[src/rtl/fpu_pkg.sv]
// rtl/fpu_pkg.sv - shared constants, FSM state and flag types for the FP64 post-add normalize/round stage
package fpu_pkg;

  localparam int MANT_W  = 53;
  localparam int EXP_W   = 11;
  localparam int BIAS    = 1023;
  localparam int EXP_MAX = (1 << EXP_W) - 1;
  localparam int LZC_W   = $clog2(MANT_W + 1);

  typedef enum logic [1:0] {
    ST_IDLE,
    ST_NORM,
    ST_RND,
    ST_HOLD
  } state_e;

  typedef struct packed {
    logic ovf;
    logic unf;
    logic inx;
    logic zero;
  } flags_t;

endpackage

[src/rtl/fpu_lzc.sv]
// rtl/fpu_lzc.sv - combinational leading-zero counter over MANT_W bits
module fpu_lzc
  import fpu_pkg::*;
(
  input  logic [MANT_W-1:0] data_i,
  output logic [LZC_W-1:0]  count_o
);

  logic found;

  // All-zero input reports MANT_W.
  always_comb begin
    count_o = LZC_W'(MANT_W);
    found   = 1'b0;
    for (int i = MANT_W - 1; i >= 0; i--) begin
      if (!found && data_i[i]) begin
        count_o = LZC_W'(MANT_W - 1 - i);
        found   = 1'b1;
      end
    end
  end

endmodule

[src/rtl/fpu_norm_round.sv]
// rtl/fpu_norm_round.sv - FP64 normalize, round-to-nearest-even and pack stage (option: FPU_FLUSH_DENORM_EN)
module fpu_norm_round
  import fpu_pkg::*;
(
  input  logic                      clk,
  input  logic                      rst_n,
  input  logic                      in_valid,
  output logic                      in_ready,
  input  logic [MANT_W:0]           mant_in,
  input  logic                      sign_in,
  input  logic [EXP_W-1:0]          exp_in,
  input  logic [2:0]                grs_in,
  output logic                      out_valid,
  input  logic                      out_ready,
  output logic [MANT_W+EXP_W-1:0]   result,
  output logic                      flag_ovf,
  output logic                      flag_unf,
  output logic                      flag_inx,
  output logic                      flag_zero
);

  localparam int SW = EXP_W + 2;
  localparam logic signed [SW-1:0] EXP_MAX_S = SW'(EXP_MAX);

  state_e state_q, state_d;

  logic [MANT_W:0]   mant_q;
  logic              sign_q;
  logic [EXP_W-1:0]  exp_q;
  logic [2:0]        grs_q;

  logic [MANT_W-1:0]     nm_q;
  logic                  ng_q, nr_q, ns_q;
  logic signed [SW-1:0]  nexp_q;
  logic                  nzero_q, nden_q, nsign_q;

  logic [MANT_W+EXP_W-1:0] result_q, result_d;
  flags_t                  flags_q, flags_d;

  logic [LZC_W-1:0]      lz;
  logic signed [SW-1:0]  e_in, lim, lz_s, sh;
  logic [MANT_W+2:0]     wide;
  logic [MANT_W-1:0]     n_m;
  logic                  n_g, n_r, n_s, n_zero, n_den;
  logic signed [SW-1:0]  n_e;

  logic                  up, hidden, inx;
  logic [MANT_W:0]       sum;
  logic signed [SW-1:0]  e_r;
  logic [EXP_W-1:0]      exp_f;
  logic [MANT_W-2:0]     frac;

  fpu_lzc u_lzc (
    .data_i  (mant_q[MANT_W-1:0]),
    .count_o (lz)
  );

  always_comb begin
    state_d = state_q;
    case (state_q)
      ST_IDLE: if (in_valid) state_d = ST_NORM;
      ST_NORM: state_d = ST_RND;
      ST_RND:  state_d = ST_HOLD;
      ST_HOLD: if (out_ready) state_d = ST_IDLE;
      default: state_d = ST_IDLE;
    endcase
  end

  // A zero exponent field means the operand is already subnormal: treat it as exponent 1.
  always_comb begin
    e_in   = (exp_q == '0) ? SW'(1) : SW'(exp_q);
    lim    = e_in - SW'(1);
    lz_s   = SW'(lz);
    sh     = (lz_s > lim) ? lim : lz_s;
    wide   = {mant_q[MANT_W-1:0], grs_q} << sh;
    n_m    = wide[MANT_W+2:3];
    n_g    = wide[2];
    n_r    = wide[1];
    n_s    = wide[0];
    n_e    = e_in - sh;
    if (mant_q[MANT_W]) begin
      n_m = mant_q[MANT_W:1];
      n_g = mant_q[0];
      n_r = grs_q[2];
      n_s = grs_q[1] | grs_q[0];
      n_e = e_in + SW'(1);
    end
    n_zero = (mant_q == '0) && (grs_q == 3'b000);
    n_den  = ~n_m[MANT_W-1] & ~n_zero;
  end

  // A denormal that rounds into the hidden position keeps nexp_q (=1) as its field.
  always_comb begin
    up       = ng_q & (nr_q | ns_q | nm_q[0]);
    sum      = {1'b0, nm_q} + {{MANT_W{1'b0}}, up};
    e_r      = nexp_q + SW'(sum[MANT_W]);
    hidden   = sum[MANT_W] | sum[MANT_W-1];
    frac     = sum[MANT_W] ? '0 : sum[MANT_W-2:0];
    inx      = ng_q | nr_q | ns_q;
    exp_f    = hidden ? e_r[EXP_W-1:0] : '0;
    result_d = '0;
    flags_d  = '0;
    if (nzero_q) begin
      flags_d.zero = 1'b1;
    end else if (e_r >= EXP_MAX_S) begin
      result_d    = {nsign_q, {EXP_W{1'b1}}, {(MANT_W-1){1'b0}}};
      flags_d.ovf = 1'b1;
      flags_d.inx = 1'b1;
    end else begin
`ifdef FPU_FLUSH_DENORM_EN
      if (nden_q || !hidden) begin
        result_d     = {nsign_q, {EXP_W{1'b0}}, {(MANT_W-1){1'b0}}};
        flags_d.unf  = 1'b1;
        flags_d.zero = 1'b1;
        flags_d.inx  = 1'b1;
      end else begin
        result_d    = {nsign_q, exp_f, frac};
        flags_d.inx = inx;
      end
`else
      result_d     = {nsign_q, exp_f, frac};
      flags_d.inx  = inx;
      flags_d.unf  = ~hidden & inx;
      flags_d.zero = (exp_f == '0) && (frac == '0);
`endif
    end
  end

  always_ff @(posedge clk or negedge rst_n) begin
    if (!rst_n) begin
      state_q  <= ST_IDLE;
      mant_q   <= '0;
      sign_q   <= 1'b0;
      exp_q    <= '0;
      grs_q    <= '0;
      nm_q     <= '0;
      ng_q     <= 1'b0;
      nr_q     <= 1'b0;
      ns_q     <= 1'b0;
      nexp_q   <= '0;
      nzero_q  <= 1'b0;
      nden_q   <= 1'b0;
      nsign_q  <= 1'b0;
      result_q <= '0;
      flags_q  <= '0;
    end else begin
      state_q <= state_d;
      if (state_q == ST_IDLE && in_valid) begin
        mant_q <= mant_in;
        sign_q <= sign_in;
        exp_q  <= exp_in;
        grs_q  <= grs_in;
      end
      if (state_q == ST_NORM) begin
        nm_q    <= n_m;
        ng_q    <= n_g;
        nr_q    <= n_r;
        ns_q    <= n_s;
        nexp_q  <= n_e;
        nzero_q <= n_zero;
        nden_q  <= n_den;
        nsign_q <= sign_q & ~n_zero;
      end
      if (state_q == ST_RND) begin
        result_q <= result_d;
        flags_q  <= flags_d;
      end
    end
  end

  assign in_ready  = (state_q == ST_IDLE);
  assign out_valid = (state_q == ST_HOLD);
  assign result    = result_q;
  assign flag_ovf  = flags_q.ovf;
  assign flag_unf  = flags_q.unf;
  assign flag_inx  = flags_q.inx;
  assign flag_zero = flags_q.zero;

endmodule

[config.mk]
export PLATFORM = sky130hd
export DESIGN_NAME = fpu_norm_round
export DESIGN_NICKNAME = d
export VERILOG_FILES = /design/src/rtl/fpu_pkg.sv /design/src/rtl/fpu_lzc.sv /design/src/rtl/fpu_norm_round.sv
export SDC_FILE = /design/constraint.sdc
export NUM_CORES = 1
export LEC_CHECK = 0
export ABC_AREA = 1
export CAP_MARGIN = 30
export CORE_MARGIN = 5
export CORE_UTILIZATION = 60
export CTS_CLUSTER_DIAMETER = 80
export DETAILED_ROUTE_END_ITERATION = 10
export PLACE_DENSITY = 0.82
export SETUP_SLACK_MARGIN = 0.3
export SLEW_MARGIN = 20
export SYNTH_ARGS = -nofsm -noshare
export SYNTH_HDL_FRONTEND = slang
export SYNTH_HIERARCHICAL = 1
export SYNTH_SLANG_ARGS = --single-unit
[constraint.sdc]
create_clock -name clk -period 8.75 [get_ports clk]
set_clock_uncertainty 0.1 [all_clocks]
set_input_delay 1.3125 -clock clk [delete_from_list [all_inputs] [get_ports clk]]
set_output_delay 1.3125 -clock clk [all_outputs]
set_load 0.01 [all_outputs]
==> results.ini <==
[status]
status=complete, no violations

[drt]
drc=0
wire_per_inst_um=21.5
vias_per_cell=6.46
first_iter_violations=3463
antenna_left=0
num_vias=19100
firstDrtPassIters=8
route.final.wire_length_um=63800

[timing]
finalHoldViolations=0
max_freq_mhz=132
relSlewSlack_pct=34.3
tns_ns=0
finalCriticalPeriod_ns=7.60
layout_setup_ws_ns=1.15
period_share_pct=86.8
whs_ns=0.383
finalSetupViolCount=0
worst_pin_slew_ns=0.985
drv_slew=0
rsz0062_at_grt=false

[clock_network]
hold_buffers=0
h-tree-depth=1
tritoncts.num_buffers=25
root_buffer=clkbuf_16
clock_sinks=210
cts_tree=yes
clk_latency_ns=0.57
cts.clk_slew.worst_paths_ns=0.06
clk_path_buf_depth=3
cts_resized=0
post_cts_buffers=0

[critical_path]
r2r_start=mant_q[51]
rr_worst_depth=52
crit_fanout=30
rr_endpoint=nexp_q[10]
critPathKind=reg2reg
critPathMaxStageDelay_ns=0.43
crit_arrival_ns=7.97
rrSetupSlack_ns=1.15
end_kind=register
slowest_stage=dfrtp_1
critPathLaunchType=register
crit_required_ns=9.12

[placed_design]
place_ws_ns=1.31
dp_hpwl_um=47700
place_congestion=1.07
place_area_um2=18000
dp_cells=2917
port_buffers=142

[logic_synthesis]
ys_warn_count=6
synth_edf_count=0
synth-compound-area-share_pct=12.0
ys_top_cells_by_count=559 x nand3_1, 489 x nand2_1, 319 x inv_1
netlist_instances=2547
synth_top_family_by_area=simple AND/OR/NAND/NOR gates
synth.yosys.seq_area_share_pct=31.8
synth.area.top_cells=dfrtp_1 32%, nand3_1 17%, nand2_1 11%, inv_1 7.3%, nor2_1 5.5%
synthXorXnorAreaFrac_pct=2.49
synth_flop_cell=dfrtp_1
synth.cell_area_um2=16500
ys_ff_latch=210
synth_area_per_cell_um2=6.48
netlist.area_leader.share_pct=31.8
synth_cell_type_count=53
synthAdderAreaFrac_pct=1.64
synth.most_common_cell=nand3_1
synth_nets=2641
synth_area_leader_cell=dfrtp_1
synth_mux_area_share_pct=0.0682
synth-simple-area-share_pct=40.9
synth-async-reset-ratio_pct=100

[hold_path]
worstHoldEndpoint=nr_q
hold_depth=2
min_from=nr_q
min_path_type=reg2reg

[cells_and_area]
post-route-util_pct=69.6
syn2layout_area_growth_pct=13.8
nFillCells=2325
n_antenna_cell=0
drive_above_1_share_pct=4.73
design_area_um2=18800
final_cells=2963
nets=2697

[power_and_ir_drop]
power_density_nw_per_um2=395
vdd_drop_max_mv=0.272
power.total_mw=7.43
p_leak_nw=9.05

[global_routing]
grt.overflow.total=0
antenna_found_initial=0
grt_max_degree=86
grt_use_total_pct=40.0
grt_pass1_vias=17800
grt_pass1_wl_um=98200

[floorplanning]
die_w_um=176
start_util_pct=61.1
fp.dieH_um=176
fp-row-count=60
design.portCount=143
die-area_um2=30900
coreArea_um2=27000

[flow_run]
max-cap-violations=0

worst max path at each step:
stage	start	endpoint	slack, ns	cells past startpoint
finish	mant_q[51]	nexp_q[10]	1.15	52
global route	mant_q[51]	nexp_q[10]	0.34	50
CTS	mant_q[51]	nexp_q[10]	1.28	52
detailed placement	mant_q[51]	nexp_q[10]	1.31	52
global placement	mant_q[49]	nexp_q[10]	1.75	52
floorplan	mant_q[49]	nexp_q[9]	2.38	53
routing by layer:
metal / vias up / wire, um / global-route usage (%)
li1: 8699 / - / -
met1: 8781 / 23700 / 52.3
met2: 1379 / 27900 / 62.9
met3: 289 / 7290 / 6.50
met4: 0 / 4900 / 23.4
met5: - / 0 / 0
cells by family (layout without fill, tap and decap cells):
kind of cell,count (synthesis),count (layout)
AND/OR/NAND/NOR,1468,1468
buffers and inverters,460,535
AO/OA/AOI/OAI,340,340
flip-flops,210,210
XOR/XNOR,47,47
adder cells (fa/ha/maj),21,21
multiplexers,1,1
critical path: cells and delay by family (launching register included):
family | cells | cell delay (ns)
AND/OR/NAND/NOR | 39 | 4.75
adder cells (fa/ha/maj) | 3 | 0.79
buffers and inverters | 2 | 0.33
flip-flops | 1 | 0.43
AO/OA/AOI/OAI | 8 | 1.08
flip-flops by register name (all words and copies together), names as in the netlist, 2 cells and up:
register / count
result: 64
exp_q: 11
nexp_q: 13
nm_q: 53
grs_q: 3
state_q: 2
mant_q: 54
report_power, final:
group          leakage [nW]  total [mW]  switching (mW)  internal [mW]
registers              2.40        2.03           0.613           1.41
clock network         0.403        1.07           0.445          0.624
logic                  6.25        4.33            2.92           1.41
total                  9.05        7.43            3.98           3.45
cells in the final DEF (no fill, tap or decap), types with 18 or more instances in the layout:
cell type and count:
a21oi_1 157, a22oi_1 20, buf_4 23, clkbuf_16 25
clkdlybuf4s50_1 141, dfrtp_1 209, ha_1 18, inv_1 319
nand2_1 488, nand3_1 559, nand4_1 59, nor2_1 241
nor3_1 44, nor4_1 21, o21ai_0 47, o22ai_1 54
xor2_1 42
layout make-up:
cell class / count / area, um2 / area share (%)
multi-input combinational: 1877 / 9460 / 50.3
sequential: 210 / 5260 / 28.0
timing repair buffer: 166 / 1610 / 8.56
inverter: 323 / 1210 / 6.45
clock buffer: 36 / 707 / 3.76
tap: 341 / 427 / 2.27
clock inverter: 10 / 128 / 0.679
Note: power is estimated with default switching activity, not from simulation.
